--- config.mk ---
export PLATFORM = sky130hd
export DESIGN_NAME = adder_tree_arbiter
export DESIGN_NICKNAME = d
export VERILOG_FILES = /design/src/rtl/parcnn_pkg.sv /design/src/rtl/rr_arbiter.sv /design/src/rtl/adder_tree_arbiter.sv
export SDC_FILE = /design/constraint.sdc
export NUM_CORES = 1
export LEC_CHECK = 0
export ABC_AREA = 1
export CORE_AREA = 2 2 548 550
export CTS_BUF_LIST = sky130_fd_sc_hd__clkbuf_4 sky130_fd_sc_hd__clkbuf_8
export DETAILED_ROUTE_END_ITERATION = 12
export DIE_AREA = 0 0 550 552
export GPL_TIMING_DRIVEN = 1
export MAX_ROUTING_LAYER = met4
export PLACE_DENSITY = 0.3
export SYNTH_ARGS = -nofsm -noshare
export SYNTH_HDL_FRONTEND = slang
export SYNTH_HIERARCHICAL = 1
export SYNTH_SLANG_ARGS = --single-unit
--- constraint.sdc ---
create_clock -name clock -period 3.6 [get_ports clock]
set_input_delay 0.54 -clock clock [delete_from_list [all_inputs] [get_ports clock]]
set_output_delay 0.54 -clock clock [all_outputs]
set_load 0.01 [all_outputs]
--- src/rtl/parcnn_pkg.sv ---
// Shared definitions for the convolution reduction path.
//   DATA_W   : operand / sum width
//   clog2    : elaboration-time ceil(log2(n))
//   tag_t    : requester tag carried alongside the adder tree pipeline
package parcnn_pkg;
  localparam int DATA_W = 32;

  function automatic int clog2(input int n);
    int r;
    int v;
    r = 0;
    v = n - 1;
    while (v > 0) begin
      r++;
      v = v >> 1;
    end
    return r;
  endfunction

  localparam int NUM_REQ_DFLT = 4;
  localparam int TAG_ID_W     = clog2(NUM_REQ_DFLT);

  typedef struct packed {
    logic                valid;
    logic [TAG_ID_W-1:0] id;
  } tag_t;
endpackage

--- src/rtl/rr_arbiter.sv ---
// Round-robin arbiter with an internal priority pointer.
//   clock, reset : rising-edge clock, synchronous active-high reset
//   req          : per-requester request
//   advance      : a grant was accepted this cycle; move pointer past winner
//   grant        : one-hot grant (combinational)
//   grant_idx    : binary index of the granted requester (0 when none)
module rr_arbiter
  import parcnn_pkg::*;
#(
  parameter int NUM_REQ = 4,
  parameter int ID_W    = clog2(NUM_REQ)
) (
  input  logic               clock,
  input  logic               reset,
  input  logic [NUM_REQ-1:0] req,
  input  logic               advance,
  output logic [NUM_REQ-1:0] grant,
  output logic [ID_W-1:0]    grant_idx
);

  logic [ID_W-1:0] ptr;

  // Walk the search order backwards so the candidate closest to ptr is
  // written last and therefore wins.
  always_comb begin
    grant     = '0;
    grant_idx = '0;
    for (int k = NUM_REQ - 1; k >= 0; k--) begin
      if (req[ID_W'((int'(ptr) + k) % NUM_REQ)]) begin
        grant                                        = '0;
        grant[ID_W'((int'(ptr) + k) % NUM_REQ)]      = 1'b1;
        grant_idx                                    = ID_W'((int'(ptr) + k) % NUM_REQ);
      end
    end
  end

  always_ff @(posedge clock) begin
    if (reset)
      ptr <= '0;
    else if (advance)
      ptr <= (int'(grant_idx) == NUM_REQ - 1) ? '0 : grant_idx + 1'b1;
  end

endmodule

--- src/rtl/adder_tree_arbiter.sv ---
// Shares one pipelined adder tree between NUM_REQ requesters.
//   clock, reset : rising-edge clock, synchronous active-high reset
//   req_valid    : per-requester vector valid
//   req_data     : requester i at [i*TREE_SIZE*32 +: TREE_SIZE*32]
//   req_ready    : one-hot grant; transfer on valid & ready
//   tree_in      : operand vector to the tree (zero when idle)
//   tree_out     : tree sum, TREE_LATENCY cycles after tree_in
//   res_valid    : result strobe, res_id : owner, res_data : sum
//   busy         : request pending or result in flight
//   issue_count  : accepted vectors since reset (wraps)
module adder_tree_arbiter
  import parcnn_pkg::*;
#(
  parameter int NUM_REQ      = 4,
  parameter int TREE_SIZE    = 8,
  parameter int TREE_LATENCY = 3,
  parameter int ID_W         = TAG_ID_W
) (
  input  logic                             clock,
  input  logic                             reset,
  input  logic [NUM_REQ-1:0]               req_valid,
  input  logic [NUM_REQ*TREE_SIZE*32-1:0]  req_data,
  output logic [NUM_REQ-1:0]               req_ready,
  output logic [TREE_SIZE*32-1:0]          tree_in,
  input  logic [31:0]                      tree_out,
  output logic                             res_valid,
  output logic [ID_W-1:0]                  res_id,
  output logic [31:0]                      res_data,
  output logic                             busy,
  output logic [31:0]                      issue_count
);

  localparam int VEC_W = TREE_SIZE * DATA_W;

  logic [NUM_REQ-1:0]      grant;
  logic [ID_W-1:0]         grant_idx;
  logic                    grant_any;
  // Stage k holds the tag of the vector issued k cycles ago, so the last
  // stage lines up with tree_out.
  tag_t [TREE_LATENCY:1]   tag_pipe;
  logic [TREE_LATENCY:1]   vld_pipe;

  rr_arbiter #(.NUM_REQ(NUM_REQ), .ID_W(ID_W)) u_arb (
    .clock     (clock),
    .reset     (reset),
    .req       (req_valid),
    .advance   (grant_any),
    .grant     (grant),
    .grant_idx (grant_idx)
  );

  // The arbiter only grants valid requesters, so any ready bit is a transfer.
  assign req_ready = reset ? '0 : grant;
  assign grant_any = |req_ready;

  always_comb begin
    tree_in = '0;
    for (int i = 0; i < NUM_REQ; i++)
      if (req_ready[i]) tree_in = req_data[i*VEC_W +: VEC_W];
  end

  always_ff @(posedge clock) begin
    if (reset) begin
      tag_pipe <= '0;
    end else begin
      tag_pipe[1] <= '{valid: grant_any, id: grant_idx};
      for (int k = 2; k <= TREE_LATENCY; k++)
        tag_pipe[k] <= tag_pipe[k-1];
    end
  end

  always_ff @(posedge clock) begin
    if (reset)
      issue_count <= '0;
    else if (grant_any)
      issue_count <= issue_count + 32'd1;
  end

  for (genvar k = 1; k <= TREE_LATENCY; k++) begin : g_vld
    assign vld_pipe[k] = tag_pipe[k].valid;
  end

  assign res_valid = tag_pipe[TREE_LATENCY].valid;
  assign res_id    = tag_pipe[TREE_LATENCY].id;
  assign res_data  = tree_out;
  assign busy      = (|req_valid) | (|vld_pipe);

endmodule

# --- Word-level counts from Yosys, hierarchy flattened ---
# Cells that the tools add are included.
classes:
  magnitude_cmp: 8
  eq_ne: 1
  reduce_logical: 7
  addsub: 5
  mux: 34
  bitwise: 1
ops:
  columns: ["operator", "n"]
  rows:
  - ["$mux 256", 4]
  - ["$add 32x1->32 const B", 1]
  - ["$mux 4", 5]
  - ["$lt 2x4->1 const B", 4]
  - ["$mux 1", 12]
  - ["$mux 2", 5]
  - ["$bmux 1 s2", 4]
  - ["$demux 1 s2", 4]
  - ["$ge 2x1->1 const B", 4]
  - ["$reduce_or 4->1", 2]
  - ["$add 2x1->2 const B", 2]
  - ["$add 2x2->2 const B", 2]
  - ["$logic_and 1x1->1", 4]
  - ["$reduce_or 3->1", 1]
  - ["$eq 2x1->1 const B", 1]
  - ["$or 1x1->1", 1]
word_totals:
  ff_bits: 43
  inputBits: 1062
  elab_cells: 64
  out_inout_bits: 328

# --- Depth between registers and ports, before layout ---
logic_depth:
  depth_word: 14
  depth_mapped: 18
  mapped_depth_nobuf: 17

# --- Modules after synthesis ---
# The synthesis kept the hierarchy.
modules_own_cells:
  columns: ["module", "cells_each", "area_per_inst_um2", "seq_area_each_um2", "n_inst"]
  rows:
  - ["adder_tree_arbiter", 1814, 9694.3, 820.8, 1]
  - ["rr_arbiter", 92, 620.6, 40.0, 1]

# --- Least setup slack after synthesis ---
# Ideal clock, no wire load.
synth_path:
  path_type: "flip-flop to output port"
  start: "register u_arb.ptr[0]"
  end: "output tree_in[246]"
  t_arrival_ns: 2.710
  setup_slack_ns: 0.350
  path_stages_with_launch: 16
  path_buffers: 2
  t_required_ns: 3.060
  cell_sequence: "dfxtp_1 -> buf_6 -> inv_8 -> ha_1 -> inv_1 -> nand3_2 -> nand2_4 -> nand2_2 -> inv_1 -> a21oi_1 -> a22oi_1 -> nand2_1 -> inv_2 -> clkbuf_1 -> a21oi_1 -> a211oi_1"
synth_between:
  elab_cells_between_ends: 44
  classes_between: "add/sub: 3; order compare: 8; mux: 29; reduce/logical: 4"
synth_rtl:
  columns: ["element", "line", "rtl"]
  rows:
  - ["start, declared", "rr_arbiter.sv:21", "logic [ID_W-1:0] ptr;"]
  - ["start signal, assigned", "rr_arbiter.sv:41", "ptr <= (int'(grant_idx) == NUM_REQ - 1) ? '0 : grant_idx + 1'b1;"]
  - ["$add 2x2->2", "rr_arbiter.sv:29, rr_arbiter.sv:31", null]
  - ["$lt 2x4->1 (not written as such) or $ge 2x1->1 (tied branches)", "rr_arbiter.sv:31", "grant[ID_W'((int'(ptr) + k) % NUM_REQ)] = 1'b1;"]
  - ["$logic_and 1x1->1 (not written as such)", "rr_arbiter.sv:31", null]
  - ["$mux 1 (not written as such)", "rr_arbiter.sv:31", null]
  - ["$demux 1 s2", null, null]
  - ["$mux 4 (3 in a row)", "rr_arbiter.sv:29", "if (req[ID_W'((int'(ptr) + k) % NUM_REQ)]) begin"]
  - ["$mux 4 (*)", "rr_arbiter.sv:29", null]
  - ["net grant[1]", "adder_tree_arbiter.sv:35", "logic [NUM_REQ-1:0] grant;"]
  - ["$mux 4 (*)", "adder_tree_arbiter.sv:53", "assign req_ready = reset ? '0 : grant;"]
  - ["net req_ready[1]", "adder_tree_arbiter.sv:23", "output logic [NUM_REQ-1:0] req_ready,"]
  - ["$mux 256 (*) (3 in a row)", "adder_tree_arbiter.sv:59", "if (req_ready[i]) tree_in = req_data[i*VEC_W +: VEC_W];"]
  - ["end, declared", "adder_tree_arbiter.sv:24", "output logic [TREE_SIZE*32-1:0] tree_in,"]
# Mark *: on every way through the listed nets, which the timed path passes. The rest lies on a longest branch. The select of a mux whose other input is x is not followed.

# --- Final worst setup path ---
layout_path:
  start: "register u_arb.ptr[0]"
  end: "output tree_in[137]"
layout_between:
  elab_cells_between_ends: 44
  classes_between: "add/sub: 3; order compare: 8; mux: 29; reduce/logical: 4"
layout_rtl:
  columns: ["element", "line"]
  rows:
  - ["$add 2x2->2", "rr_arbiter.sv:29, rr_arbiter.sv:31"]
  - ["$lt 2x4->1 (not written as such) or $ge 2x1->1 (tied branches)", "rr_arbiter.sv:31"]
  - ["$logic_and 1x1->1 (not written as such)", "rr_arbiter.sv:31"]
  - ["$mux 1 (not written as such)", "rr_arbiter.sv:31"]
  - ["$demux 1 s2", null]
  - ["$mux 4 (3 in a row)", "rr_arbiter.sv:29"]
  - ["$mux 4 (*)", "rr_arbiter.sv:29"]
  - ["net grant[3]", "adder_tree_arbiter.sv:35"]
  - ["$mux 4 (*)", "adder_tree_arbiter.sv:53"]
  - ["$mux 256 (*)", "adder_tree_arbiter.sv:59"]
# Marked as above.

==> flow_summary.json <==
{
  "syn_nets": 2978,
  "synthFlopType": "dfxtp_1",
  "leakage_nw": 14.9,
  "pre_cts_slack_ps": -1620,
  "fmaxAchievable_mhz": 245,
  "fillers": 34300,
  "grt_pass1_vias": 24700,
  "p_sw_mw": 20.2,
  "antenna_found_initial": 174,
  "num_rows": 201,
  "grt_setup_unrepaired": "true",
  "start_kind": "flop",
  "setup_viol": 258,
  "tightest_slew_ps": 756,
  "clkTransAtPathRegs_ps": 120,
  "cts.sinks": 43,
  "skew_ps": 16.6,
  "fin_nets": 4842,
  "ys_types": 32,
  "grt_remaining_overflow": 0,
  "power_frac_comb_pct": 97.4,
  "power_frac_seq_pct": 1.4,
  "drtAntennaViolNets": 0,
  "cp-startpoint": "u_arb/ptr[0]",
  "p_clk_share_pct": 1.2,
  "synth_edf_count": 0,
  "critical_path_depth": 19,
  "ys_ff_latch": 43,
  "arrival_ps": 3540,
  "finalCritPeriodShare_pct": 113,
  "r2r-end": "issue_count[30]",
  "ir_worst_vdd_mv": 0.324,
  "path_max_fanout": 6,
  "r2r_start": "u_arb/ptr[0]",
  "start_util_pct": 3.46,
  "wl_per_cell_um": 37.3,
  "place_congestion": 0.892,
  "failed_checks": "negative setup slack",
  "dpl.hpwl_um": 252000,
  "hold_viol_final": 0,
  "ys_warn_count": 6,
  "critPathTopFamily": "buffers and inverters",
  "area_delta_synth_final_pct": 299,
  "slowest_stage": "dfxtp_4",
  "status": "complete, but fails checks",
  "synth_area_leaders": "a211oi_1 (18%), a21oi_1 (13%), nor3_1 (13%)",
  "port_buffers": 1325,
  "max_stage_delay_ps": 410,
  "root_buffer": "clkbuf_8",
  "grtUsageTotal_pct": 18.6,
  "r2r_slack_ps": 500,
  "cpMostUsedCell": "buf_12",
  "first_pass_iters": 5,
  "p_total_mw": 39.3,
  "period_minus_slack_ps": 4080,
  "timing.critical_path.buf_inv": 10,
  "slew_viol_final": 0,
  "grt_pass1_wl_um": 342000,
  "insertion_delay_ps": 360,
  "slew_headroom_pct": 49.4,
  "final-seq-area_um2": 866,
  "syn_inst": 1906,
  "syn_avg_cell_area_um2": 5.41,
  "crit_chain": "inv_8, ha_4, inv_2, buf_4, nand3_1, nand2_2, o21ai_2, nand2_2, nand2_8, buf_12, nand2_8, buf_12, buf_12, buf_16, buf_16, a21oi_1, a211oi_4, buf_4, buf_12",
  "drc": 0,
  "grt_max_degree": 43,
  "power_density_nw_per_um2": 954,
  "yosys-top-cells-count": "nand2_1 (349), nor2_1 (347), a21oi_1 (274), nor3_1 (262), a211oi_1 (247)",
  "yosysMostFrequentCell": "nand2_1",
  "setup_ws_ps": -483,
  "max_cap_viol_count": 0,
  "die_w_um": 550,
  "yosysTopAreaCell": "a211oi_1",
  "drt-initial-drc-count": 1427,
  "crit_end": "tree_in[137]",
  "die_h_um": 552,
  "core_area_um2": 298000,
  "rr_worst_depth": 24,
  "num_vias": 23900,
  "intPower_mw": 19.1,
  "async_reset_ff_share_pct": 0,
  "swShare_pct": 51.4,
  "drive_above_1_share_pct": 44.5,
  "synth_top_cell_area_share_pct": 18.0,
  "cts_tree": "done",
  "finalNonFillerCells": 7790,
  "hold_buffers": 0,
  "die_area_um2": 304000,
  "path_class": "flop to primary output",
  "numCtsBuffers": 5,
  "hold_path_class": "flop to flop",
  "via_per_inst": 3.07,
  "finalSetupTns_ps": -59820,
  "htree_num_levels": 2,
  "netlist_area_um2": 10300,
  "yosysSeqAreaShare_pct": 8.35,
  "cts_buffer_depth": 2,
  "multi_input_area_um2": 12200,
  "cp.required_ps": 3060,
  "io_pins": 1390,
  "routed_wl_um": 290000,
  "crit_path_end_kind": "primary output",
  "placed_cells": 7432
}
## how the worst min path moves through the flow
stage | to | cells past startpoint | from | slack, ps
2_1_floorplan | res_id[0] | 2 | tag_pipe[3] | 390
3_3_place_gp | res_id[0] | 2 | tag_pipe[3] | 410
3_5_place_dp | tag_pipe[4] | 2 | tag_pipe[1] | 400
4_1_cts | tag_pipe[3] | 2 | tag_pipe[0] | 430
5_1_grt | tag_pipe[3] | 2 | tag_pipe[0] | 440
6_report | res_id[1] | 2 | tag_pipe[4] | 420
## final cells by class
cell class | count | share of cell area, %
diodes | 61 | 0.371
clock buffers | 5 | 0.167
clock inverters | 3 | 0.116
inverters | 61 | 0.654
multi-input cells | 1595 | 29.7
flip-flops and latches | 43 | 2.10
well taps | 3958 | 12.0
repair buffers | 2062 | 54.8
repair inverters | 2 | 0.0699
## layer usage
layer | wire length (um) | up-vias | part of all wire [%] | GRT usage (%)
li1 | - | 10400 | - | -
met1 | 131000 | 11800 | 45 | 24.1
met2 | 129000 | 1408 | 44 | 29.1
met3 | 25800 | 264 | 8.9 | 5.97
met4 | 4630 | 0 | 1.6 | 1.43
met5 | 0 | - | 0 | -
## power by group through the flow
stage,clock network [mW],logic (mW),registers (mW)
final,0.461,38.2,0.569
after global routing,0.503,40.0,0.578
after CTS,0.497,35.4,0.570
after detailed placement,0,28.9,0.575
after global placement,0,29.2,0.575
after floorplan,0,6.98,0.574
## metrics by stage
stage                     hold WS [ps]  utilization, %  area [um2]
after global routing               437            13.8       41100
after CTS                          428            12.6       37600
final                              421            13.8       41200
after global placement             410            10.8       32200
after floorplan                    388               -       10300
after detailed placement           401            10.8       32200
## repair_timing
item,CTS,global route
pin swaps,138,150
gates resized for setup,1136,563
cloned,33,17
setup endpoints to repair,259,258
setup buffers,156,144
## cells by family (layout without fill, tap and decap cells)
logic type,Yosys count,count (layout),synth area share (%)
fa+ha+maj,10,10,1.21
buf+inv,269,2133,13.8
simple gates,1028,1029,42.6
flops,43,43,8.35
other cells,0,61,0
compound gates,554,554,33.8
xor+xnor,2,2,0.170
## flip-flops by register name (all words and copies together) (netlist names)
name         count
u_arb/ptr        2
issue_count     32
res_valid        1
tag_pipe         6
res_id           2
## tightest hold or removal path: stages, from the launching register on
cell,delay (ps)
dfxtp_1,320
inv_1,40
nor2_1,30
## placed cells by master (no fill, tap or decap), drive strengths merged, types with 4 or more instances in the layout
cell and count:
a21oi 275, bufbuf 5, nand2 369, nand4 7, clkbuf 19, o21ai 18, inv 64, nor3b 4
diode 61, ha 10, a211oi 257, nor2 349, nand3 37, nor3 262, clkdlybuf4s50 1065, buf 973
dfxtp 43
Power figures use the tool's default switching activity.
